$ cat src/rtl/sf_window_scheduler_pkg.sv
// sf_pkg: shared FSM state type and default-configuration widths for sf_window_scheduler
package sf_pkg;
  typedef enum logic [2:0] {IDLE, ARB, COLLECT, EMIT, FIN} state_t;
  localparam int SHIFT = $clog2(4);
  localparam int CH_W = $clog2(4);
  localparam int WIN_W = $clog2(12 + 1);
  localparam int CNT_W = SHIFT;
  localparam int SUM_W = 8 + SHIFT;
endpackage

$ cat src/rtl/sf_window_scheduler_rr_arbiter.sv
// rr_arbiter: combinational round-robin pick of the first eligible channel at/after ptr
module rr_arbiter #(
  parameter int NUM_CH = 4,
  parameter int CH_W = 2
) (
  input  logic [NUM_CH-1:0] eligible,
  input  logic [CH_W-1:0]   ptr,
  output logic [NUM_CH-1:0] grant,
  output logic              any_grant,
  output logic [CH_W-1:0]   idx
);
  // Scanning from the far end lets the nearest eligible channel overwrite later ones.
  always_comb begin
    any_grant = 1'b0;
    idx = '0;
    for (int k = NUM_CH - 1; k >= 0; k--) begin
      if (eligible[(int'(ptr) + k) % NUM_CH]) begin
        any_grant = 1'b1;
        idx = CH_W'((int'(ptr) + k) % NUM_CH);
      end
    end
  end
  assign grant = any_grant ? (NUM_CH'(1) << idx) : '0;
endmodule

$ cat src/rtl/sf_window_scheduler.sv
// sf_window_scheduler: round-robin time-shared window averager over NUM_CH sample streams
module sf_window_scheduler
  import sf_pkg::*;
#(
  parameter int DATA_WIDTH = 8,
  parameter int FILT_SIZE = 4,
  parameter int NUM_CH = 4,
  parameter int WIN_PER_CH = 12
) (
  input  logic                               clk,
  input  logic                               rst_n,
  input  logic                               start,
  input  logic [NUM_CH-1:0]                  req,
  input  logic [NUM_CH-1:0]                  s_valid,
  input  logic [NUM_CH*DATA_WIDTH-1:0]       s_data,
  output logic [NUM_CH-1:0]                  s_ready,
  output logic [NUM_CH-1:0]                  grant,
  output logic                               m_valid,
  input  logic                               m_ready,
  output logic [DATA_WIDTH-1:0]              m_data,
  output logic [$clog2(NUM_CH)-1:0]          m_ch,
  output logic [$clog2(WIN_PER_CH+1)-1:0]    m_win,
  output logic                               busy,
  output logic                               done
);
  localparam int SHIFT = $clog2(FILT_SIZE);
  localparam int CH_W = $clog2(NUM_CH);
  localparam int WIN_W = $clog2(WIN_PER_CH + 1);
  localparam int CNT_W = SHIFT;
  localparam int SUM_W = DATA_WIDTH + SHIFT;
  state_t state, nxt;
  logic [NUM_CH-1:0] grant_r, finished, eligible, arb_grant;
  logic arb_any, take, last;
  logic [CH_W-1:0] arb_idx, g_idx, ptr;
  logic [SUM_W-1:0] sum, sum_nxt;
  logic [CNT_W-1:0] cnt;
  logic [WIN_W-1:0] win_cnt [NUM_CH];
  logic [DATA_WIDTH-1:0] sample;
  always_comb begin
    finished = '0;
    for (int i = 0; i < NUM_CH; i++) finished[i] = win_cnt[i] == WIN_W'(WIN_PER_CH);
  end
  assign eligible = req & ~finished;
  rr_arbiter #(.NUM_CH(NUM_CH), .CH_W(CH_W)) u_arb (
    .eligible (eligible),
    .ptr      (ptr),
    .grant    (arb_grant),
    .any_grant(arb_any),
    .idx      (arb_idx)
  );
  assign sample = s_data[int'(g_idx)*DATA_WIDTH +: DATA_WIDTH];
  assign take = state == COLLECT && s_valid[g_idx];
  assign last = cnt == CNT_W'(FILT_SIZE - 1);
  assign sum_nxt = sum + SUM_W'(sample);
  assign grant = grant_r;
  assign s_ready = state == COLLECT ? grant_r : '0;
  assign m_valid = state == EMIT;
  assign busy = state inside {ARB, COLLECT, EMIT};
  assign done = state == FIN;
  always_comb begin
    nxt = state;
    case (state)
      IDLE:    nxt = start ? ARB : IDLE;
      ARB:     nxt = &finished ? FIN : (arb_any ? COLLECT : ARB);
      COLLECT: nxt = take && last ? EMIT : COLLECT;
      EMIT:    nxt = m_ready ? ARB : EMIT;
      default: nxt = IDLE;
    endcase
  end
  always_ff @(posedge clk or negedge rst_n) begin
    if (!rst_n) begin
      state <= IDLE;
      grant_r <= '0;
      g_idx <= '0;
      ptr <= '0;
      sum <= '0;
      cnt <= '0;
      m_data <= '0;
      m_ch <= '0;
      m_win <= '0;
      for (int i = 0; i < NUM_CH; i++) win_cnt[i] <= '0;
    end else begin
      state <= nxt;
      if (state == IDLE && start)
        for (int i = 0; i < NUM_CH; i++) win_cnt[i] <= '0;
      if (state == ARB && !(&finished) && arb_any) begin
        grant_r <= arb_grant;
        g_idx <= arb_idx;
      end
      if (take) begin
        sum <= last ? '0 : sum_nxt;
        cnt <= last ? '0 : cnt + CNT_W'(1);
        if (last) begin
          m_data <= DATA_WIDTH'(sum_nxt >> SHIFT);
          m_ch <= g_idx;
          m_win <= win_cnt[g_idx];
        end
      end
      if (state == EMIT && m_ready) begin
        win_cnt[g_idx] <= win_cnt[g_idx] + WIN_W'(1);
        ptr <= g_idx == CH_W'(NUM_CH - 1) ? '0 : g_idx + CH_W'(1);
        grant_r <= '0;
      end
    end
  end
endmodule

$ cat config.mk
export PLATFORM = sky130hd
export DESIGN_NAME = sf_window_scheduler
export DESIGN_NICKNAME = d
export VERILOG_FILES = /design/src/rtl/sf_window_scheduler_pkg.sv /design/src/rtl/sf_window_scheduler_rr_arbiter.sv /design/src/rtl/sf_window_scheduler.sv
export SDC_FILE = /design/constraint.sdc
export NUM_CORES = 1
export LEC_CHECK = 0
export ABC_AREA = 1
export BUFFER_PORTS_ARGS = -buffer_cell sky130_fd_sc_hd__clkbuf_2
export CAP_MARGIN = 20
export CORE_MARGIN = 2
export CORE_UTILIZATION = 30
export DETAILED_ROUTE_END_ITERATION = 7
export SLEW_MARGIN = 0
export SYNTH_ARGS = -nofsm -noshare
export SYNTH_HDL_FRONTEND = slang
export SYNTH_SLANG_ARGS = --single-unit
$ cat constraint.sdc
create_clock -name clk -period 5 [get_ports clk]
set_input_delay 1 -clock clk [delete_from_list [all_inputs] [get_ports clk]]
set_output_delay 1 -clock clk [all_outputs]
set_load 0.01 [all_outputs]
## After elaboration in Yosys (flattened, before gate mapping)

Index checks and enable logic that the tools add are counted.

| cells by class | value |
|---|---|
| add/sub/neg operators | 7 |
| order comparisons | 7 |
| equal/unequal tests | 10 |
| shifts and indexed selects | 2 |
| mux-type cells | 42 |
| bitwise logic cells | 6 |
| reductions and logical operators | 16 |

Operators by type and width:

| operator | count |
|---|---|
| 16-bit two-way mux | 2 |
| 32-bit by 6-bit indexed part select with 8-bit output | 1 |
| 4-bit two-way mux | 7 |
| 16-bit bitwise mux | 1 |
| 4-bit equality test, second input constant | 4 |
| 2-bit two-way mux | 8 |
| 1-bit two-way mux | 14 |
| 3-bit by 4-bit < comparator with 1-bit output, second input constant | 3 |
| 3-bit case mux with 4 select lines | 1 |
| 10-bit by 8-bit adder with 10-bit output | 1 |
| 1-bit binary-select mux with 2-bit select | 5 |
| 10-bit two-way mux | 1 |
| 4-bit binary-select mux with 2-bit select | 1 |
| 4-bit demux with 2-bit select | 1 |
| 1-bit logical AND | 7 |
| 2-bit by 1-bit adder with 2-bit output, second input constant | 3 |
| 3-bit by 2-bit equality test with 1-bit output, second input constant | 2 |
| 2-bit by 3-bit < comparator with 1-bit output, second input constant | 2 |
| 2-bit OR reduction | 3 |
| 2-bit adder, second input constant | 2 |
| 4-bit by 1-bit adder with 4-bit output, second input constant | 1 |
| 4-bit AND | 1 |
| 2-bit equality test, second input constant | 2 |
| 4-bit NOT | 1 |
| 14 further kinds | 16 |

| storage, ports and cells | value |
|---|---|
| flip-flop bits (word level) | 53 |
| bits of input ports | 44 |
| logic and storage cells | 103 |

## Depth between registers and ports, before layout

| depth | value |
|---|---|
| depth after elaboration | 14 |
| mapped depth | 15 |

## Cells and area by module

From an unflattened synthesis, not the netlist that was laid out.

| second synthesis, totals | value |
|---|---|
| cells, all modules | 485 |
| area total of the unflattened synthesis | 3479.6 µm² |

Modules (own cells, without submodules):

| module | instances | cells each | area each (µm²) |
|---|---|---|---|
| sf_window_scheduler | 1 | 427 | 3221.8 |
| rr_arbiter | 1 | 58 | 257.7 |

## Worst setup path after synthesis

No wires, ideal clock.

| timing | value |
|---|---|
| path type | register -> register |
| start | register g_idx[0] |
| end | register m_data[5] |
| data arrival time | 2.598 ns |
| required time | 4.883 ns |
| path slack | 2.284 ns |
| stages on the path, launching flop included | 16 |
| path buffers | 4 |
| period minus slack after synthesis | 2.716 ns |
| cells stage by stage | dfrtp_1 buf_6 inv_2 buf_6 clkbuf_1 buf_2 nor2_1 o22ai_1 ha_1 a21oi_1 o21ai_0 a21oi_1 o21ai_0 or2_2 nand3_1 nand2_1 |

| on the way | value |
|---|---|
| cells in the longest elaborated chain, start to end | 4 |
| elaborated cells between the ends (all ways) | 6 |
| those cells by class | add/sub: 1; shift: 1; mux: 2; reduce/logical: 2 |

RTL lines:

| element | RTL line | RTL |
|---|---|---|
| from (decl) | sf_window_scheduler.sv:34 | `logic [CH_W-1:0] arb_idx, g_idx, ptr;` |
| from (signal assigned) | sf_window_scheduler.sv:88 | `g_idx <= arb_idx;` |
| branches (longest 4 deep; another with 10-bit by 8-bit adder with 10-bit output) | - |  |
| to (signal assigned) | sf_window_scheduler.sv:94 | `m_data <= DATA_WIDTH'(sum_nxt >> SHIFT);` |
| to (decl) | sf_window_scheduler.sv:20 | `output logic [DATA_WIDTH-1:0] m_data,` |

Several ways; the timed one is not identified. The select of a mux whose other input is x is not followed.
A chain may end at the register's enable or synchronous reset.

## Final worst setup path

Same ends and word-level chain as after synthesis.

==> run metrics <==
worst-margin pin slew=0.912 ns; R2R Path Start=g_idx[0]; crit path max fanout=30; drc violations=0; P per Cell Area=628 mW/mm2; share of the synthesized area in the top cell type=40.7%; gr ovfl total=0; Skew-Pair Late Insertion Delay=0.30 ns; Hold Crit Class=flip-flop to flip-flop; Clock transition at path regs=0.10 ns; Syn Std Cell Area=0.00326 mm2; Critical Path, Cell by Cell=inv_2, o21ai_0, o22ai_1, ha_1, a21oi_1, o21ai_0, a21oi_1, o21ai_0, or2_2, nand3_1, nand2_1; Ys Warns=0; CP Launch Type=flip-flop; CTS buffer count=5; RR Endpoint=m_data[5]; RSZ-0062 raised after global routing=false; vias per inst=4.93; CP max stage delay=0.95 ns; IO Count=69; critical path capture point type=flip-flop; initial antenna violation count=0; DR vias=3094; TritonRoute pass-1 iters=4; Hold Violations, Final=0; clk root buf=clkbuf_8; largest net degree at the start of global routing=54; Synth-to-Final Area Change=15.9%; Design Power=2.37 mW; syn_nets=482; fin nets=545; Routed WL=8530 um; Cells after Synth=423; Port Buf Inserts=68; die height=108 um; total track usage=15.0%; WHS Path Cells=2; Wirelength per Cell=13.6 um; MaxCap Viol Count=0; Crit Path Class=flip-flop to flip-flop; Fin Setup TNS=0 ns; clock sink count=53; placed instance area=0.00370 mm2; post-synth cell types=36; clk buf depth=2; leading area contributor after synthesis=dfrtp_1; Peak VDD IR=0.283 mV; Tmin final=3.37 ns; layout cells sized above 1=20.1%; post-DP HPWL=6410 um; Slowest-stage cell, CP=dfrtp_1; post_cts resized=0; R2R Setup Slk=1.63 ns; first-pass GRT wire length=14100 um; most common cell after layout, fill and taps aside=nand2_1; Die ar.=0.0117 mm2; synth top area cells=dfrtp_1, nand2_1, nand3_1; core area=0.0107 mm2; reg2reg path depth=11; H-Tree Depth=2; period utilization=67.3%; CTS tree=built; Final Setup Violations=0; ANT cells=0; remaining antenna violation count after routing=0; post-layout util=35.3%; register area share after synthesis=40.7%; Site Rows=38; CP dominant cell by count=o21ai_0; Routability Congestion=0.846; leakage power=1.92 nW; Max Fclk=0.297 GHz; number of setup buffers added after CTS=0; slew margin rel.=39.2%; most frequent cells in the layout=nand2_1, clkbuf_2, dfrtp_1; Initial Util=30.5%; #FFs+latches synth=53; hold-fix buffers at CTS=0; vias in the first global route=2973; hold_sp=m_win[3]; clock skew=0.0106 ns; die width=108 um; Worst Path Required=5.21 ns; status=complete, no violations; fin. max-slew vios=0; Post-Syn Area per Cell=7.71 um2; Final Cell Area=0.00378 mm2; Critical Path AT=3.58 ns; DR iter-0 viols=153; hold endpoint=m_win[3]
## logic make-up after synthesis
| family | count (synthesis) | synth area share (%) |
|---|---|---|
| adders and majority gates | 15 | 5.99 |
| AOI/OAI and AO/OA | 84 | 15.0 |
| and+or+nand+nor | 215 | 29.4 |
| DFF | 53 | 40.7 |
| buffers and inverters | 48 | 6.79 |
| xor gates and xnor gates | 8 | 2.15 |
## report_power, final
group	leakage (nW)	total, mW	internal [mW]	switching, mW
Sequential	0.698	0.755	0.592	0.163
Combinational	1.18	1.37	0.501	0.873
Clock	0.0385	0.244	0.0997	0.145
Total	1.92	2.37	1.19	1.18
## area by class of cell
cell class              count  area [um2]
fillers                  1147        6920
well taps                 140         175
clock inverters             1        7.51
repair buffers             69         348
multi-input cells         322        1710
inverters                  35         134
clock buffers               7        76.3
flip-flops and latches     53        1330
## how the worst max path moves through the flow
| stage | from | to | slack, ns | cells past startpoint |
|---|---|---|---|---|
| after floorplan | g_idx[0] | m_data[5] | 2.28 | 15 |
| after global placement | g_idx[0] | m_data[5] | 1.84 | 11 |
| after detailed placement | g_idx[0] | m_data[5] | 1.72 | 11 |
| after CTS | g_idx[0] | m_data[5] | 1.73 | 11 |
| after global routing | g_idx[0] | m_data[5] | 1.27 | 11 |
| final | g_idx[0] | m_data[5] | 1.63 | 11 |
## per-layer routing
| layer | track usage, % | share of wire (%) | up-vias |
|---|---|---|---|
| met2 | 25.2 | 47 | 80 |
| met4 | 2.47 | 0.60 | 0 |
| li1 | - | - | 1539 |
| met5 | 0 | 0 | - |
| met3 | 2.47 | 5.7 | 7 |
| met1 | 20.8 | 47 | 1468 |
## flip-flops by register name, indices dropped and copies added (netlist names)
| signal | count |
|---|---|
| cnt | 2 |
| sum | 10 |
| win_cnt | 16 |
| m_data | 8 |
| grant | 4 |
| m_ch | 2 |
| g_idx | 2 |
| m_win | 4 |
| state | 3 |
| ptr | 2 |
## cells in the mapped netlist, drive strengths merged
master  count
a22o        3
dfrtp      53
o22ai      10
or2         1
a21oi      12
o211ai      1
nand3      51
buf         8
o21a        1
nor2       44
inv        35
clkbuf      5
a21o        1
nand4       5
xnor2       7
nor3        3
ha         14
o21ai      56
fa          1
xor2        1
nand2     109
nor4        1
nand3b      1
## worst max-delay path: cells and delay by family (launching register included)
| family | cells | cell delay, ns |
|---|---|---|
| simple gates | 3 | 0.44 |
| compound gates | 6 | 1.07 |
| fa+ha+maj | 1 | 0.35 |
| flops | 1 | 0.95 |
| buf+inv | 1 | 0.44 |
## per-stage QoR
stage          hold slack, ns  cells  worst slack [ns]
6_report                0.493    627              1.63
5_1_grt                 0.530    627              1.27
4_1_cts                 0.498    627              1.73
3_5_place_dp            0.465    619              1.72
3_3_place_gp            0.463    619              1.84
2_1_floorplan           0.453    423              2.28
Note: power is estimated with default switching activity, not from simulation.
